### src/rtl/cia_edgedet_multi.sv
// Multi-channel synchronized edge detector for the CIA pins (FLAG, CNT, TOD, SP).
// Each channel runs a synchronizer chain and a glitch filter, then qualifies the edge
// direction and holds one pending edge until it is handed out on a phi2_dn strobe.
module cia_edgedet_multi #(
    parameter int unsigned N           = 8,
    parameter int unsigned SYNC_STAGES = 2,
    parameter int unsigned FILT_LEN    = 1,
    parameter logic        INIT_LVL    = 1'b1,
    parameter bit          HOLD_IN_RES = 1'b0
) (
    input  logic           clk,
    input  logic           res,
    input  logic           phi2_dn,
    input  logic [N-1:0]   pad_i,
    input  logic [2*N-1:0] edge_sel,
    output logic [N-1:0]   edge_o,
    output logic [N-1:0]   overrun_o,
    output logic [N-1:0]   level_o
);

    localparam int unsigned   CW      = (FILT_LEN > 1) ? $clog2(FILT_LEN) : 1;
    localparam logic [CW-1:0] CNT_MAX = CW'(FILT_LEN - 1);
    localparam logic [N-1:0]  INIT_V  = {N{INIT_LVL}};

    // In TOD mode res never resets state; it only holds off the clear.
    logic full_rst;
    assign full_rst = res && !HOLD_IN_RES;

    logic [N-1:0] sync_w;

    if (SYNC_STAGES == 0) begin : g_nosync
        assign sync_w = pad_i;
    end else begin : g_sync
        logic [N-1:0] sync_q [SYNC_STAGES];

        // Metastability chain, pad enters at stage 0.
        always_ff @(posedge clk) begin
            if (full_rst) begin
                for (int unsigned k = 0; k < SYNC_STAGES; k++) begin
                    sync_q[k] <= INIT_V;
                end
            end else begin
                sync_q[0] <= pad_i;
                for (int unsigned k = 1; k < SYNC_STAGES; k++) begin
                    sync_q[k] <= sync_q[k-1];
                end
            end
        end

        assign sync_w = sync_q[SYNC_STAGES-1];
    end

    logic [N-1:0]  lvl_q, lvl_d;
    logic [CW-1:0] cnt_q [N];
    logic [CW-1:0] cnt_d [N];
    logic [N-1:0]  pend_q, pend_d;
    logic [N-1:0]  ovp_q, ovp_d;
    logic [N-1:0]  edge_q, edge_d;
    logic [N-1:0]  ovr_q, ovr_d;
    logic [N-1:0]  ev_c;

    // Filter, edge qualification, pending/overrun bookkeeping and phi2_dn hand-off.
    always_comb begin
        lvl_d  = lvl_q;
        cnt_d  = cnt_q;
        pend_d = pend_q;
        ovp_d  = ovp_q;
        edge_d = edge_q;
        ovr_d  = ovr_q;
        ev_c   = '0;
        for (int unsigned i = 0; i < N; i++) begin
            if (sync_w[i] == lvl_q[i]) begin
                cnt_d[i] = '0;
            end else if (cnt_q[i] == CNT_MAX) begin
                lvl_d[i] = sync_w[i];
                cnt_d[i] = '0;
                ev_c[i]  = sync_w[i] ? edge_sel[2*i] : edge_sel[2*i+1];
            end else begin
                cnt_d[i] = CW'(cnt_q[i] + 1'b1);
            end

            // While the edge is being presented, new edges are dropped.
            if (edge_q[i] && !(HOLD_IN_RES && res)) begin
                pend_d[i] = 1'b0;
                ovp_d[i]  = 1'b0;
            end else if (ev_c[i]) begin
                if (pend_q[i]) begin
                    ovp_d[i] = 1'b1;
                end else begin
                    pend_d[i] = 1'b1;
                end
            end
        end
        if (phi2_dn) begin
            edge_d = pend_q;
            ovr_d  = ovp_q;
        end
    end

    // State registers; a full reset overrides phi2_dn.
    always_ff @(posedge clk) begin
        if (full_rst) begin
            lvl_q  <= INIT_V;
            pend_q <= '0;
            ovp_q  <= '0;
            edge_q <= '0;
            ovr_q  <= '0;
            for (int unsigned i = 0; i < N; i++) begin
                cnt_q[i] <= '0;
            end
        end else begin
            lvl_q  <= lvl_d;
            cnt_q  <= cnt_d;
            pend_q <= pend_d;
            ovp_q  <= ovp_d;
            edge_q <= edge_d;
            ovr_q  <= ovr_d;
        end
    end

    assign edge_o    = edge_q;
    assign overrun_o = ovr_q;
    assign level_o   = lvl_q;

endmodule
### config.mk
export PLATFORM = sky130hd
export DESIGN_NAME = cia_edgedet_multi
export DESIGN_NICKNAME = d
export VERILOG_FILES = /design/src/rtl/cia_edgedet_multi.sv
export SDC_FILE = /design/constraint.sdc
export NUM_CORES = 1
export LEC_CHECK = 0
export ABC_AREA = 1
export CORE_MARGIN = 2
export CORE_UTILIZATION = 30
export CTS_BUF_LIST = sky130_fd_sc_hd__clkbuf_4
export CTS_CLUSTER_SIZE = 12
export DETAILED_ROUTE_END_ITERATION = 12
export PLACE_DENSITY_LB_ADDON = 0.25
export REMOVE_ABC_BUFFERS = 1
export SKIP_CTS_REPAIR_TIMING = 1
export SYNTH_ARGS = -nofsm -noshare
export SYNTH_HDL_FRONTEND = slang
export SYNTH_SLANG_ARGS = --single-unit
### constraint.sdc
create_clock -name clk -period 0.9 [get_ports clk]
set_input_delay 0.18 -clock clk [delete_from_list [all_inputs] [get_ports clk]]
set_output_delay 0.18 -clock clk [all_outputs]
set_load 0.005 [all_outputs]
## After elaboration in Yosys (flattened, before gate mapping)

Memory sizes are Yosys's and may differ from the RTL's.
Index checks and enable logic that the tools add are counted.

- Flip-flop bits (word level): 48
- RAM bits: 16
- Input bits: 27
- Output and inout bits: 24
- Memories kept: 1

Memories:

| memory | depth | width | read ports | clocked after memory_dff | wr ports | RTL line | text |
|---|---|---|---|---|---|---|---|
| g_sync.sync_q | 2 | 8 | 2 | 0 | 2 | 34 | `logic [N-1:0] sync_q [SYNC_STAGES];` |

- $add $sub $neg: 8
- Eq/ne operators: 8
- Mux-type cells: 29
- Bitwise gates (word level): 18
- Reductions and logical operators: 32

Operators with widths:

| operator | count |
|---|---|
| $reduce_and 2->1 | 16 |
| $mux 1 | 27 |
| $reduce_or 3->1 | 8 |
| $mux 8 | 2 |
| $not 1->1 | 16 |
| $reduce_or 2->1 | 8 |
| $add 1x1->1 const B | 8 |
| $eq 1x1->1 | 8 |
| $or 1x1->1 | 2 |

## Longest topological paths before layout

Gate-level depths: netlist of the first run.

- Word-level depth: 4
- Depth in mapped cells: 6
- Gate-level depth less buffers: 6

## Worst setup path before layout of the first run

No wires, ideal clock.

- Path type: reg-to-reg
- From: register lvl_q[0], in the netlist level_o[0]
- To: register pend_q[0]
- Arrival: 0.682 ns
- Required time: 0.785 ns
- Path slack: 0.103 ns
- Stages on the path, launching flop included: 6
- Path buffers: 0
- Clock period less this slack: 0.797 ns
- Path through: dfxtp_1 nor2_1 nand2_1 nand2_1 o21ai_0 inv_1

- Longest elaborated chain between the ends: 2

RTL lines:

| item | RTL line | text |
|---|---|---|
| from (decl) | 53 | `logic [N-1:0] lvl_q, lvl_d;` |
| from (signal assigned) | 112 | `lvl_q <= lvl_d;` |
| $eq 1x1->1 | 72 | `if (sync_w[i] == lvl_q[i]) begin` |
| $mux 1 | 72 |  |
| to (signal assigned) | 114 | `pend_q <= pend_d;` |
| to (decl) | 56 | `logic [N-1:0] pend_q, pend_d;` |

Every way passes these cells.
A chain may end at the register's enable or synchronous reset.

## Worst setup path after layout of the first run

- From: register ovr_q[0], in the netlist overrun_o[0]
- To: output overrun_o[0]

RTL lines:

| item | RTL line | text |
|---|---|---|
| from (decl) | 59 | `logic [N-1:0] ovr_q, ovr_d;` |
| from (signal assigned) | 117 | `ovr_q <= ovr_d;` |
| to (decl) | 17 | `output logic [N-1:0] overrun_o,` |

No word-level cell between the ends.

==> impl_metrics.py, run 1 <==
metrics = {
    "run_status": {
        "status": "finished with violations",
        "failed_checks": "negative setup slack",
    },
    "routing": {
        "wl_per_cell_um": 9.52,
        "drc": 0,
        "dr.pass1.iters": 4,
        "ant_nets": 0,
        "drt_iter0_markers": 57,
        "num_vias": 1895,
        "vias_per_cell": 4.06,
        "routed_wirelength_um": 4450,
    },
    "yosys": {
        "yosysSeqAreaShare_pct": 57.5,
        "post-synth-top-area-fraction_pct": 57.5,
        "ys_ff_latch": 64,
        "ys_warn_count": 0,
        "syn_inst": 273,
        "yosysTopAreaCell": "dfxtp_1",
        "syn_area_per_cell_um2": 8.16,
        "yosys-top-cells-area": "dfxtp_1 58%, inv_1 8.3%, nor2_1 8.1%",
        "synth.distinct_cells": 14,
        "mappedNetlistArea_mm2": 0.00223,
    },
    "global_routing": {
        "track_usage_pct": 11.3,
        "grt_pass1_vias": 1666,
        "grt-ovfl-total": 0,
        "grt_start_max_net_pins": 17,
        "grt_pass1_wl_um": 7160,
        "antenna_found_initial": 0,
    },
    "layout": {
        "layout-drive-gt1-share_pct": 44.0,
        "nets": 390,
        "diodes": 0,
        "area_growth_syn_to_layout_pct": 51.0,
        "regArea_mm2": 0.00132,
        "multiInputGateArea_um2": 885,
        "fin_area_mm2": 0.00336,
        "num-fill-cells": 726,
        "final_core_util_pct": 46.6,
        "layout_commonest_cell": "inv_1",
        "layout_common_cells": "44 x inv_1, 33 x dfxtp_1, 31 x nor2_1, 31 x dfxtp_2, 26 x clkdlybuf4s50_1",
        "instances_no_fill": 467,
    },
    "placement": {
        "dp_hpwl_um": 2960,
        "io_buffers": 50,
        "pre_cts_ws_ps": -438,
        "postPlaceCellArea_mm2": 0.00301,
        "place_congestion": 0.748,
        "dp.cells": 448,
    },
    "clock_network": {
        "clockRootBuffer": "clkbuf_4",
        "htreeDepth": 3,
        "clk_latency_ps": 400,
        "cts_tree": "built",
        "clk_pin_slew_ps": 110,
        "clk_path_buf_depth": 2,
        "cts_buffers": 9,
        "clock_sinks": 64,
    },
    "worst_setup_path": {
        "cp_cell_sequence": "clkbuf_2",
        "crit_required_ps": 720,
        "crit_start": "overrun_o[0]",
        "r2r_setup_slack_ps": -30,
        "worstSetupPathType": "reg2out",
        "worstPathArrival_ps": 860,
        "critPathBufInv": 1,
        "cp_num_cells": 1,
        "critPathCaptureType": "output pin",
        "r2r_end": "pend_q[7]",
        "cpPeakStageDelay_ps": 350,
        "reg2reg_from": "level_o[7]",
        "worstSetupStartpointType": "flop",
        "crit_end": "overrun_o[0]",
        "r2r_cells": 7,
        "worstPathMaxFanout": 2,
        "slowest_stage": "dfxtp_2",
        "path_delay_family": "flip-flops",
    },
    "pwr": {
        "p_leak_uw": 0.00160,
        "ir_worst_vdd_mv": 0.857,
        "powerDensity_mw_per_mm2": 1820,
    },
    "timing": {
        "period_needed_ps": 1040,
        "drv_slew": 0,
        "period_share_pct": 115,
        "clock_skew_ps": 7.75,
        "fin_setup_tns_ps": -3150,
        "report.final.hold_viol_count": 0,
        "fmax_ghz": 0.963,
        "setup_viol": 32,
        "rsz0062_at_grt": "true",
        "worst_slack_ps": -139,
    },
    "floorplan": {
        "rows": 31,
        "ios": 51,
        "die_h_um": 90.2,
        "fp.dieArea_mm2": 0.00813,
        "die_x_um": 90.2,
        "core_mm2": 0.00721,
        "start_util_pct": 30.9,
    },
    "min_path": {
        "min-delay-start": "pad_i[4]",
        "hold_path.class": "in2reg",
    },
    "flow_run": {
        "max_cap_violations": 0,
    },
}
sequential cells by signal (all words and copies together), names as in the netlist:
register	flops
cnt_q	8
pend_q	8
overrun_o	8
edge_o	8
g_sync.sync_q	16
ovp_q	8
level_o	8
metal layers:
layer / vias up / global-route usage (%) / routed length, µm / share of wire [%]
met5: - / 0 / 0 / 0
met4: 0 / 5.00 / 81 / 1.8
met3: 8 / 5.62 / 230 / 5.2
met2: 37 / 18.3 / 2120 / 48
met1: 845 / 12.4 / 2010 / 45
li1: 1005 / - / - / -
worst reg2reg max path: stages, from the launching register on:
cell	delay [ps]
dfxtp_2	330
buf_6	120
nand2_2	40
inv_1	30
nand2_1	60
nand2_2	70
o21ai_1	130
inv_1	50
where the power goes:
part | switching [µW] | leakage [µW] | internal (µW)
clock | 1010 | 0.0000964 | 1430
combinational | 275 | 0.000976 | 370
sequential | 78.6 | 0.000529 | 2970
total | 1360 | 0.00160 | 4770
cells by family (layout without fill, tap and decap cells):
| logic type | count (synthesis) | in the layout | synth area share, % |
|---|---|---|---|
| AOI/OAI and AO/OA | 48 | 48 | 12.1 |
| buffers and inverters | 56 | 144 | 10.8 |
| DFF | 64 | 64 | 57.5 |
| other | 1 | 8 | 0.168 |
| and+or+nand+nor | 104 | 104 | 19.3 |
layout make-up:
class                      count  share of cell area (%)
clock buffer                  10                    2.23
clock inverter                 6                    3.20
inverter                      50                    5.73
multi-input combinational    160                    26.3
sequential                    64                    39.3
tap                           99                    3.68
timing repair buffer          78                    19.6
worst min path at each step:
| stage | end | slack [ps] | cells after the start |
|---|---|---|---|
| after global placement | g_sync.sync_q[0][13] | 390 | 1 |
| after CTS | g_sync.sync_q[0][4] | 290 | 2 |
| final | g_sync.sync_q[0][4] | 330 | 2 |
| after detailed placement | g_sync.sync_q[0][10] | 390 | 1 |
| after floorplan | overrun_o[1] | 270 | 1 |
| after global routing | g_sync.sync_q[0][4] | 290 | 2 |
Yosys cell counts:
library cell / instances
or2_2: 16
inv_2: 1
o21ai_0: 21
clkbuf_2: 1
o21ai_1: 3
buf_6: 3
a21oi_1: 16
nor2_1: 48
inv_1: 49
a211o_1: 8
dfxtp_1: 64
nand2_1: 40
buf_4: 2
conb_1: 1
metrics by stage:
| stage | power [µW] | hold WS (ps) |
|---|---|---|
| floorplan | 3290 | 269 |
| global placement | 3670 | 392 |
| detailed placement | 3680 | 393 |
| CTS | 6170 | 290 |
| global route | 6430 | 294 |
| finish | 6130 | 329 |
Power figures use the tool's default switching activity.
==> run 2: changes to the inputs <==
CTS_CLUSTER_DIAMETER = 100   (was default)
==> results of run 2 <==
Same layout as run 1: the final DEF is identical, and so are final timing and power.
==> run 3: changes to the inputs <==
CAP_MARGIN = 30   (was default)
PLACE_DENSITY = 0.51   (was default)
PLACE_DENSITY_LB_ADDON = default   (was 0.25)
==> run 3 against run 2 <==
Net effect:
- first-iteration DRC count rose by 25%
- largest cell class unchanged
- via count fell by 0.26%
- sequential share of layout area rose by 0.88 points
- global-route usage rose by 0.26 points
- clock skew rose by 2.0 ps
- the run still ends with negative setup slack left
- register-to-register slack improved by 20 ps
- non-clock buffer count rose by 1
- clock power fell by 26%
- count of clock-buffer cells in the layout did not move
- critical endpoint is now level_o[0]
- cell area fell by 2.4%
- total power fell by 11%
==> impl_metrics.py, run 3 (synthesis results as in run 1) <==
metrics = {
    "run_status": {
        "status": "finished with violations",
        "failed_checks": "negative setup slack",
    },
    "clock_network": {
        "htreeDepth": 3,
        "clk_path_buf_depth": 2,
        "cts_tree": "built",
        "clock_sinks": 64,
        "clk_pin_slew_ps": 100,
        "cts_buffers": 9,
        "clk_latency_ps": 390,
        "clockRootBuffer": "clkbuf_4",
    },
    "worst_setup_path": {
        "crit_required_ps": 720,
        "critPathBufInv": 1,
        "crit_start": "level_o[0]",
        "critPathCaptureType": "output pin",
        "worstPathArrival_ps": 860,
        "slowest_stage": "dfxtp_2",
        "path_delay_family": "flip-flops",
        "worstPathMaxFanout": 2,
        "reg2reg_from": "level_o[5]",
        "cpPeakStageDelay_ps": 350,
        "cp_cell_sequence": "clkbuf_2",
        "worstSetupPathType": "reg2out",
        "worstSetupStartpointType": "flop",
    },
    "layout": {
        "diodes": 0,
        "layout-drive-gt1-share_pct": 44.3,
        "instances_no_fill": 467,
        "nets": 391,
        "layout_common_cells": "41 x inv_1, 35 x dfxtp_1, 34 x nor2_1",
        "layout_commonest_cell": "inv_1",
        "largest_register_ffs": 16,
        "area_growth_syn_to_layout_pct": 47.4,
        "regMostFlops": "g_sync.sync_q",
    },
    "timing": {
        "setup_viol": 29,
        "hold_ws_ps": 282,
        "rsz0062_at_grt": "true",
        "drv_slew": 0,
        "fmax_ghz": 0.963,
        "period_needed_ps": 1040,
        "period_share_pct": 115,
        "clock_skew_ps": 9.72,
        "worst_slack_ps": -139,
        "report.final.hold_viol_count": 0,
    },
    "routing": {
        "num_vias": 1890,
        "dr.pass1.iters": 4,
        "wl_per_cell_um": 9.48,
        "drc": 0,
        "routed_wirelength_um": 4430,
        "vias_per_cell": 4.05,
        "drt_iter0_markers": 71,
        "ant_nets": 0,
    },
    "pwr": {
        "ir_worst_vdd_mv": 0.981,
        "powerDensity_mw_per_mm2": 1670,
        "p_int_uw": 4170,
        "netSwitchingPower_uw": 1310,
        "seqPwrFrac_pct": 55.6,
        "combPwrFrac_pct": 11.6,
        "switching_share_pct": 23.8,
        "clockPowerShare_pct": 32.8,
        "p_leak_uw": 0.00158,
    },
    "floorplan": {
        "fp.dieArea_mm2": 0.00813,
        "die_h_um": 90.2,
        "ios": 51,
        "rows": 31,
        "die_x_um": 90.2,
        "core_mm2": 0.00721,
        "start_util_pct": 30.9,
    },
    "global_routing": {
        "track_usage_pct": 11.5,
        "grt-ovfl-total": 0,
        "grt_start_max_net_pins": 17,
        "grt_pass1_wl_um": 7430,
        "grt_pass1_vias": 1722,
        "antenna_found_initial": 0,
    },
    "min_path": {
        "min-delay-start": "res",
        "hold_path.class": "in2reg",
    },
    "placement": {
        "io_buffers": 50,
        "dp.cells": 447,
        "place_congestion": 0.715,
        "dp_hpwl_um": 3010,
    },
    "flow_run": {
        "max_cap_violations": 0,
    },
}
run 3: cell count changes in the layout (fill, tap and decap cells not counted), sizes merged:
| cell | delta |
|---|---|
| clkinvlp | -1 |
| clkdlybuf4s50 | -1 |
| clkbuf | +3 |
| clkinv | +2 |
| buf | -2 |
| bufinv | -2 |
| dlymetal6s2s | +1 |
run 3: stage by stage:
| stage | setup TNS (ps) | setup WS [ps] | total power [µW] | cell area (µm²) | util [%] |
|---|---|---|---|---|---|
| detailed placement | -22670 | -421 | 3680 | 3000 | 41.6 |
| finish | -2970 | -139 | 5480 | 3280 | 45.5 |
| floorplan | 0 | 103 | 3290 | 2200 | - |
| CTS | -14200 | -605 | 5520 | 3130 | 43.4 |
| global route | -5660 | -226 | 5830 | 3280 | 45.5 |
| global placement | -22240 | -410 | 3670 | 3000 | 41.6 |
run 3: layout make-up:
| cell class | count | area [µm²] |
|---|---|---|
| Clock buffer | 10 | 75.1 |
| Clock inverter | 5 | 48.8 |
| Fill cell | 739 | 3930 |
| Inverter | 50 | 190 |
| Multi-Input combinational cell | 160 | 877 |
| Sequential cell | 64 | 1320 |
| Tap cell | 99 | 124 |
| Timing Repair Buffer | 79 | 649 |
run 3: power groups by stage:
stage	logic, µW	clock network [µW]	registers [µW]
2_1_floorplan	194	0	3090
6_report	635	1800	3050
4_1_cts	592	1900	3030
3_3_place_gp	583	0	3090
5_1_grt	711	2050	3070
3_5_place_dp	589	0	3090
run 3: path summary, 6_finish.rpt:
kind,endpoint,cells past startpoint,slack (ps)
max,level_o[0],1,-140
max reg2reg,level_o[5],3,-10
min reg2reg,g_sync.sync_q[0][10],1,410
min,overrun_o[0],4,280
run 3: layer usage:
layer	global-route usage (%)	vias up	routed length (µm)
met5	0	-	0
met4	4.62	0	55
met3	5.53	7	275
met2	17.5	50	2040
met1	14.1	828	2060
li1	-	1005	-
